==> config.mk <==
export PLATFORM = sky130hd
export DESIGN_NAME = fifo_read_serializer_flat
export DESIGN_NICKNAME = d
export VERILOG_FILES = /design/src/rtl/fifo_read_serializer_pkg.sv /design/src/rtl/fifo_read_serializer_if.sv /design/src/rtl/fifo_read_serializer.sv /design/src/flat_wrapper.sv
export SDC_FILE = /design/constraint.sdc
export NUM_CORES = 1
export LEC_CHECK = 0
export CAP_MARGIN = 20
export CORE_AREA = 8 8 104 106
export DETAILED_ROUTE_END_ITERATION = 12
export DIE_AREA = 0 0 112 114
export PLACE_DENSITY = 0.56
export SLEW_MARGIN = 15
export SYNTH_ARGS = -nofsm -noshare
export SYNTH_HDL_FRONTEND = slang
export SYNTH_SLANG_ARGS = --single-unit
==> constraint.sdc <==
create_clock -name clk -period 4.1 [get_ports clk]
set_clock_uncertainty 0.15 [all_clocks]
set_input_delay 1.025 -clock clk [delete_from_list [all_inputs] [get_ports clk]]
set_output_delay 1.025 -clock clk [all_outputs]
set_load 0.005 [all_outputs]
==> src/rtl/fifo_read_serializer_pkg.sv <==
// Shared defaults for the FIFO read serializer: entry and beat widths used when
// the instantiating level does not override them.
package fifo_read_serializer_pkg;

   localparam int DEFAULT_IN_WIDTH  = 64;
   localparam int DEFAULT_OUT_WIDTH = 16;

endpackage

==> src/rtl/fifo_read_serializer_if.sv <==
// Upstream FIFO read port plus narrow valid/ready output stream of the serializer.
// master is the serializer side, slave is the FIFO/consumer side.
interface fifo_read_serializer_if
   import fifo_read_serializer_pkg::*;
#(
   parameter int IN_WIDTH  = DEFAULT_IN_WIDTH,
   parameter int OUT_WIDTH = DEFAULT_OUT_WIDTH
) ();

   logic                 fifo_empty;
   logic [IN_WIDTH-1:0]  fifo_value;
   logic                 fifo_dequeue_en;
   logic                 out_valid;
   logic                 out_ready;
   logic [OUT_WIDTH-1:0] out_data;
   logic                 out_last;

   modport master (
      input  fifo_empty,
      input  fifo_value,
      input  out_ready,
      output fifo_dequeue_en,
      output out_valid,
      output out_data,
      output out_last
   );

   modport slave (
      output fifo_empty,
      output fifo_value,
      output out_ready,
      input  fifo_dequeue_en,
      input  out_valid,
      input  out_data,
      input  out_last
   );

endinterface

==> src/rtl/fifo_read_serializer.sv <==
// Pops wide entries from a show-ahead FIFO and streams each one out as RATIO
// narrow beats, least significant slice first, with no bubble between entries.
module fifo_read_serializer
   import fifo_read_serializer_pkg::*;
#(
   parameter int IN_WIDTH  = DEFAULT_IN_WIDTH,
   parameter int OUT_WIDTH = DEFAULT_OUT_WIDTH
) (
   input  logic                   clk,
   input  logic                   reset_n,
   input  logic                   flush_en,
   output logic                   busy,
   fifo_read_serializer_if.master bus
);

   localparam int RATIO  = IN_WIDTH / OUT_WIDTH;
   localparam int BEAT_W = $clog2(RATIO);
   localparam logic [BEAT_W-1:0] LAST_BEAT = BEAT_W'(RATIO - 1);

   typedef enum logic {IDLE, SEND} state_t;

   state_t              state;
   state_t              next_state;
   logic [IN_WIDTH-1:0] hold;
   logic [BEAT_W-1:0]   beat;
   logic                accept;
   logic                last_beat;
   logic                done;
   logic                dequeue;

   assign accept    = bus.out_valid && bus.out_ready;
   assign last_beat = (beat == LAST_BEAT);
   assign done      = accept && last_beat;

   // Reload on the final accept keeps the stream gap-free; the reset_n term
   // keeps the upstream FIFO untouched while the block is held in reset.
   always_comb begin
      next_state = state;
      dequeue    = reset_n && !flush_en && !bus.fifo_empty && (state == IDLE || done);
      if (flush_en) begin
         next_state = IDLE;
      end else if (dequeue) begin
         next_state = SEND;
      end else if (done) begin
         next_state = IDLE;
      end
   end

   always_ff @(posedge clk or negedge reset_n) begin
      if (!reset_n) begin
         state <= IDLE;
      end else begin
         state <= next_state;
      end
   end

   // Beat returns to zero after a completed entry so out_last stays clear in IDLE.
   always_ff @(posedge clk or negedge reset_n) begin
      if (!reset_n) begin
         hold <= '0;
         beat <= '0;
      end else if (flush_en) begin
         beat <= '0;
      end else if (dequeue) begin
         hold <= bus.fifo_value;
         beat <= '0;
      end else if (done) begin
         beat <= '0;
      end else if (accept) begin
         beat <= beat + BEAT_W'(1);
      end
   end

   assign bus.fifo_dequeue_en = dequeue;
   assign bus.out_valid       = (state == SEND);
   assign bus.out_last        = (state == SEND) && last_beat;
   assign bus.out_data        = hold[int'(beat) * OUT_WIDTH +: OUT_WIDTH];
   assign busy                = (state == SEND);

   // A stalled beat must not change or vanish unless a flush discards it.
   a_no_pop_when_empty: assert property (
      @(posedge clk) disable iff (!reset_n)
      !(bus.fifo_dequeue_en && bus.fifo_empty));

   a_stall_stable: assert property (
      @(posedge clk) disable iff (!reset_n)
      (bus.out_valid && !bus.out_ready && !flush_en) |=> (bus.out_valid && $stable(bus.out_data)));

endmodule

==> src/flat_wrapper.sv <==
// flat-port wrapper written by rule: the top's interface ports become plain ports
module fifo_read_serializer_flat import fifo_read_serializer_pkg::*;
#(
   parameter int IN_WIDTH  = DEFAULT_IN_WIDTH,
   parameter int OUT_WIDTH = DEFAULT_OUT_WIDTH
)
  (clk, reset_n, flush_en, busy, bus_fifo_empty, bus_fifo_value, bus_out_ready, bus_fifo_dequeue_en, bus_out_valid, bus_out_data, bus_out_last);
  fifo_read_serializer_if #(.IN_WIDTH(IN_WIDTH), .OUT_WIDTH(OUT_WIDTH)) bus_i ();
  input  logic clk;
  input  logic reset_n;
  input  logic flush_en;
  output logic busy;
  input wire logic [$bits(bus_i.fifo_empty)-1:0] bus_fifo_empty;
  input wire logic [$bits(bus_i.fifo_value)-1:0] bus_fifo_value;
  input wire logic [$bits(bus_i.out_ready)-1:0] bus_out_ready;
  output wire logic [$bits(bus_i.fifo_dequeue_en)-1:0] bus_fifo_dequeue_en;
  output wire logic [$bits(bus_i.out_valid)-1:0] bus_out_valid;
  output wire logic [$bits(bus_i.out_data)-1:0] bus_out_data;
  output wire logic [$bits(bus_i.out_last)-1:0] bus_out_last;
  assign bus_i.fifo_empty = bus_fifo_empty;
  assign bus_i.fifo_value = bus_fifo_value;
  assign bus_i.out_ready = bus_out_ready;
  assign bus_fifo_dequeue_en = bus_i.fifo_dequeue_en;
  assign bus_out_valid = bus_i.out_valid;
  assign bus_out_data = bus_i.out_data;
  assign bus_out_last = bus_i.out_last;
  fifo_read_serializer #(.IN_WIDTH(IN_WIDTH), .OUT_WIDTH(OUT_WIDTH)) u_core (.clk(clk), .reset_n(reset_n), .flush_en(flush_en), .busy(busy), .bus(bus_i));
endmodule
==> results of run 1 <==
==> worst register-to-register path, stage by stage (launching register included) <==
cell and delay (ns):
sky130_fd_sc_hd__dfrtp_1 0.33, sky130_fd_sc_hd__buf_4 0.22, sky130_fd_sc_hd__ha_1 0.22, sky130_fd_sc_hd__nand2_1 0.11
sky130_fd_sc_hd__a2111oi_4 0.38, sky130_fd_sc_hd__buf_4 0.71, sky130_fd_sc_hd__mux2_2 0.49
==> stage by stage <==
stage | area (µm²) | power (mW) | utilization | hold WS, ns
after global placement | 3913 | 1.287 | 0.4295 | 0.3122
after CTS | 4073 | 1.776 | 0.4471 | 0.3407
final | 4073 | 1.740 | 0.4471 | 0.3339
after floorplan | 2935 | 1.081 | - | 0.3024
after detailed placement | 3913 | 1.297 | 0.4295 | 0.3238
after global routing | 4073 | 1.850 | 0.4471 | 0.3552
==> layout by cell type, fill, tap and decap left out, drive strengths merged <==
| cell | instances |
|---|---|
| o21bai | 1 |
| nand2 | 3 |
| mux4 | 16 |
| clkdlybuf4s50 | 87 |
| mux2i | 2 |
| nor2 | 1 |
| nor3 | 2 |
| dfrtp | 67 |
| clkbuf | 12 |
| ha | 1 |
| and2 | 1 |
| inv | 1 |
| buf | 6 |
| mux2 | 64 |
| clkinv | 3 |
| a2111oi | 1 |
==> layout make-up <==
type	instances	area, µm²
Sequential cell	67	1677
Multi-Input combinational cell	92	1180
Inverter	1	3.754
Clock inverter	3	15.01
Fill cell	855	5036
Tap cell	111	138.9
Timing Repair Buffer	93	913.4
Clock buffer	12	145.1
==> per-layer routing <==
layer  wire, µm  track usage  vias up
li1           -            -      820
met1       2923       0.1337      883
met2       2884       0.1591       62
met3        509      0.04807       11
met4        107      0.04586        0
met5          0            0        -
==> registers in the layout, summed over array words and instances, names as in the netlist <==
register / cells
u_core.beat: 2
u_core.bus.out_valid: 1
u_core.hold: 64
==> worst max-delay path by stage <==
| stage | start | slack (ns) | cells after the start | end |
|---|---|---|---|---|
| after floorplan | bus_out_ready | 1.05 | 4 | bus_fifo_dequeue_en |
| after global placement | bus_out_ready | 0.36 | 4 | bus_fifo_dequeue_en |
| after detailed placement | bus_out_ready | 0.36 | 4 | bus_fifo_dequeue_en |
| after CTS | bus_out_ready | 0.35 | 4 | bus_fifo_dequeue_en |
| after global routing | bus_out_ready | 0.28 | 4 | bus_fifo_dequeue_en |
| final | bus_out_ready | 0.38 | 4 | bus_fifo_dequeue_en |
==> cell families (layout without fill, tap and decap cells) <==
kind of cell	count (synthesis)	after routing	synth area share
adders and majority gates	1	1	0.004262
DFF	67	67	0.5712
and+or+nand+nor	7	7	0.01066
buffers and inverters	13	109	0.02685
AOI/OAI and AO/OA	2	2	0.01194
muxes	82	82	0.3751
==> power groups by stage <==
| stage | clock network [mW] | logic (mW) | registers [mW] |
|---|---|---|---|
| 6_report | 0.465 | 0.399 | 0.875 |
| 5_1_grt | 0.519 | 0.436 | 0.895 |
| 4_1_cts | 0.490 | 0.410 | 0.877 |
| 3_5_place_dp | 0 | 0.408 | 0.888 |
| 3_3_place_gp | 0 | 0.402 | 0.884 |
| 2_1_floorplan | 0 | 0.218 | 0.863 |
==> results, run 1 <==
- Data on the critical path arrives at its endpoint at 2.55 ns.
- Summed over all nets, the half-perimeter wirelength after detailed placement is between 4000 and 5000 µm.
- The core area is around 9000 µm².
- The nature of the critical path startpoint is an input port.
- The delay contributed by the slowest stage of the critical path is ~0.57 ns.
- In this run the power spent charging and discharging nets is between 400 and 500 µW.
- From bottom edge to top edge, the die measures roughly 110 µm.
- Counting flops and latches in the post-synthesis netlist gives 67.
- After synthesis, the cell types taking the most area are sky130_fd_sc_hd__dfrtp_1 (57%), sky130_fd_sc_hd__mux2_2 (18%), sky130_fd_sc_hd__mux4_2 (12%).
- By startpoint and endpoint, the worst setup path is classified as in -> out.
- The placed cell count is 364.
- The maximum number of buffers from clock root to sink is 2.
- Across the run, the number of max-cap violations was 0.
- The switching part of the total is 0.2380.
- The number of hold buffers added after CTS was 0.
- Global routing finished with a remaining overflow of 0.
- The routed layout has 1776 vias.
- The total power divided by cell area is approximately 430 nW/µm².
- The data required time at the worst endpoint is approximately 3 ns.
- The ratio of cells with drive above 1 in the final layout is 0.3134.
- The startpoint identified for the worst hold timing path is u_core.hold[33].
- The cell depth of the worst min-delay path is 1.
- The CTS tree is built.
- The first global-routing pass estimated approximately 11000 µm of wire.
- The kind of cell with the highest combined delay on the critical path is buffers and inverters.
- The slowest stage of the critical path belongs to the cell sky130_fd_sc_hd__clkdlybuf4s50_1.
- The global-route total usage across every layer is 0.1077.
- Compared with the post-synthesis result, the final layout area differs by 38.75%.
- Buffers placed on the I/O ports in this run total 88.
- The capture point of the worst reg-to-reg path is u_core.hold[12].
- The overall routed net length is 6424 µm.
- The synthesized design spends more area on one cell type than any other, namely sky130_fd_sc_hd__dfrtp_1.
- The critical path buffer and inverter count is 2.
- The clock sink total is 67.
- The post-detailed-route via-to-cell ratio is approximately 4.7.
- The detail route stage leaves a number of antenna-violating nets equal to 0.
- Of the post-synthesis cell area, the dominant cell type holds 0.5712.
- For hold timing, the worst endpoint is u_core.hold[33].
- The sequential fraction of the synthesis area is 0.5712.
- The commonest cells after synthesis are sky130_fd_sc_hd__dfrtp_1 (67), sky130_fd_sc_hd__mux2_2 (48), sky130_fd_sc_hd__mux2_1 (16), sky130_fd_sc_hd__mux4_2 (16), sky130_fd_sc_hd__buf_2 (6).
- Clock tree synthesis selected as its root buffer the cell sky130_fd_sc_hd__clkbuf_8.
- The first-pass detailed-route iteration total is 4.
- The initial utilization of the core area, before any placement, comes to 0.3223.
- Walking the worst path, the cells encountered are clkdlybuf4s50_1 -> nand2_1 -> a2111oi_4 -> clkdlybuf4s50_1.
- In the final timing run, aggregate negative setup slack is 0 ns.
- The final count of hold timing violations was 0.
- The top-level port count is 89.
- In this run, synthesis inferred 0 flip-flops with an integrated enable.
- The post-detailed-route DRC marker count is 0.
- The depth of the worst register-to-register path is 6.
- The number of DRC markers after the initial detailed-route iteration is 49.
- For this run, the leading register cell type out of synthesis is sky130_fd_sc_hd__dfrtp_1.
- In this run the horizontal extent of the chip is 112 µm.
- After clock tree synthesis, the clock-pin slew on the worst setup and hold paths is 0.07 ns.
- The number of nets in the final layout is roughly 330.
- The number of antenna violations at the first check in global routing is 0.
- Internal power comes to approximately 1.3 mW.
- Buffers inserted during clock tree synthesis total 9.
- The max-slew violation total from the final report is 0.
- The path class of the tightest hold or removal check is reg -> reg.
- The post-synthesis cell count is ~170.
- The worst setup path is captured at a primary output.
- Of the total power, combinational logic draws 0.229.
- The cell seen most often among critical-path stages is sky130_fd_sc_hd__clkdlybuf4s50_1.
- The pin count of the biggest net entering global routing is 68.
- Summed over all cells, the static leakage comes to about 1.6 nW.
- The routed length per placed instance is about 17 µm.
- Setup repair after global routing left no endpoint under its margin.
- For flop-to-flop paths, the worst setup slack is 1.36 ns.
- The async set-reset flop share out of synthesis is 1.000.
- The peak clock frequency supported by timing is approximately 0.27 GHz.
- Prior to clock tree synthesis, the placed netlist has a worst setup slack of 0.3578 ns.
- The worst path setup slack after routing is 0.3778 ns.
- The share of total power dissipated in the clock network is 0.267.
- In this run the critical register-to-register path is launched from u_core.beat[0].
- The number of nets handed over by synthesis was roughly 240.
- The clock latency of the later-clocked register in the worst-skew pair is 0.33 ns.
- Of the available clock period, the critical path in the final layout requires 0.9078.
- The number of standard-cell rows in the floorplan is 35.
- The relative slew slack is 0.4144.
- For this run, the number of Yosys warnings is 0.
- At the pin with the least slew margin, the transition time is between 0.8 and 0.9 ns.
- The clock period could shrink to between 3 and 4 ns.
- The antenna diode instance count is 0.
- The count of endpoints failing setup in the final report is 0.
- In the post-synthesis netlist, the cell with the most instances is sky130_fd_sc_hd__dfrtp_1.
- Routability-driven placement finished with a final weighted congestion of approximately 0.67.
- After clock tree synthesis, the setup repair step added 0 buffers.
- The highest fanout seen on the critical path is 2.
- The largest vdd supply drop is ~0.00023 V.
- Summing every instance area after synthesis gives approximately 2900 µm².
- The H-tree depth is 3.
- The netlist uses 18 different library cells.
- The number of global-route vias before repair was ~2000.
- The die covers roughly 13000 µm².
- The flow ran to the end, and the final reports show no timing, DRC or antenna violations.
- The count of cells in the finished layout, fillers not included, comes to roughly 380.
- The sequential power share is 0.503.
- Once the clock tree was built, the resizer swapped 0 gates to a different size.
- Each instance of the synthesized netlist takes up on average approximately 17 µm².
Note: power is estimated with default switching activity, not from simulation.
==> run 2, diff against run 1 <==
- SLEW_MARGIN: 15 -> 20
==> results of run 2 <==
Same layout as run 1: the final DEF is identical, and so are final timing and power.
==> run 3, diff against run 2 <==
- CTS_CLUSTER_SIZE: not set -> 14
==> results of run 3 <==
Same layout as run 1: the final DEF is identical, and so are final timing and power.
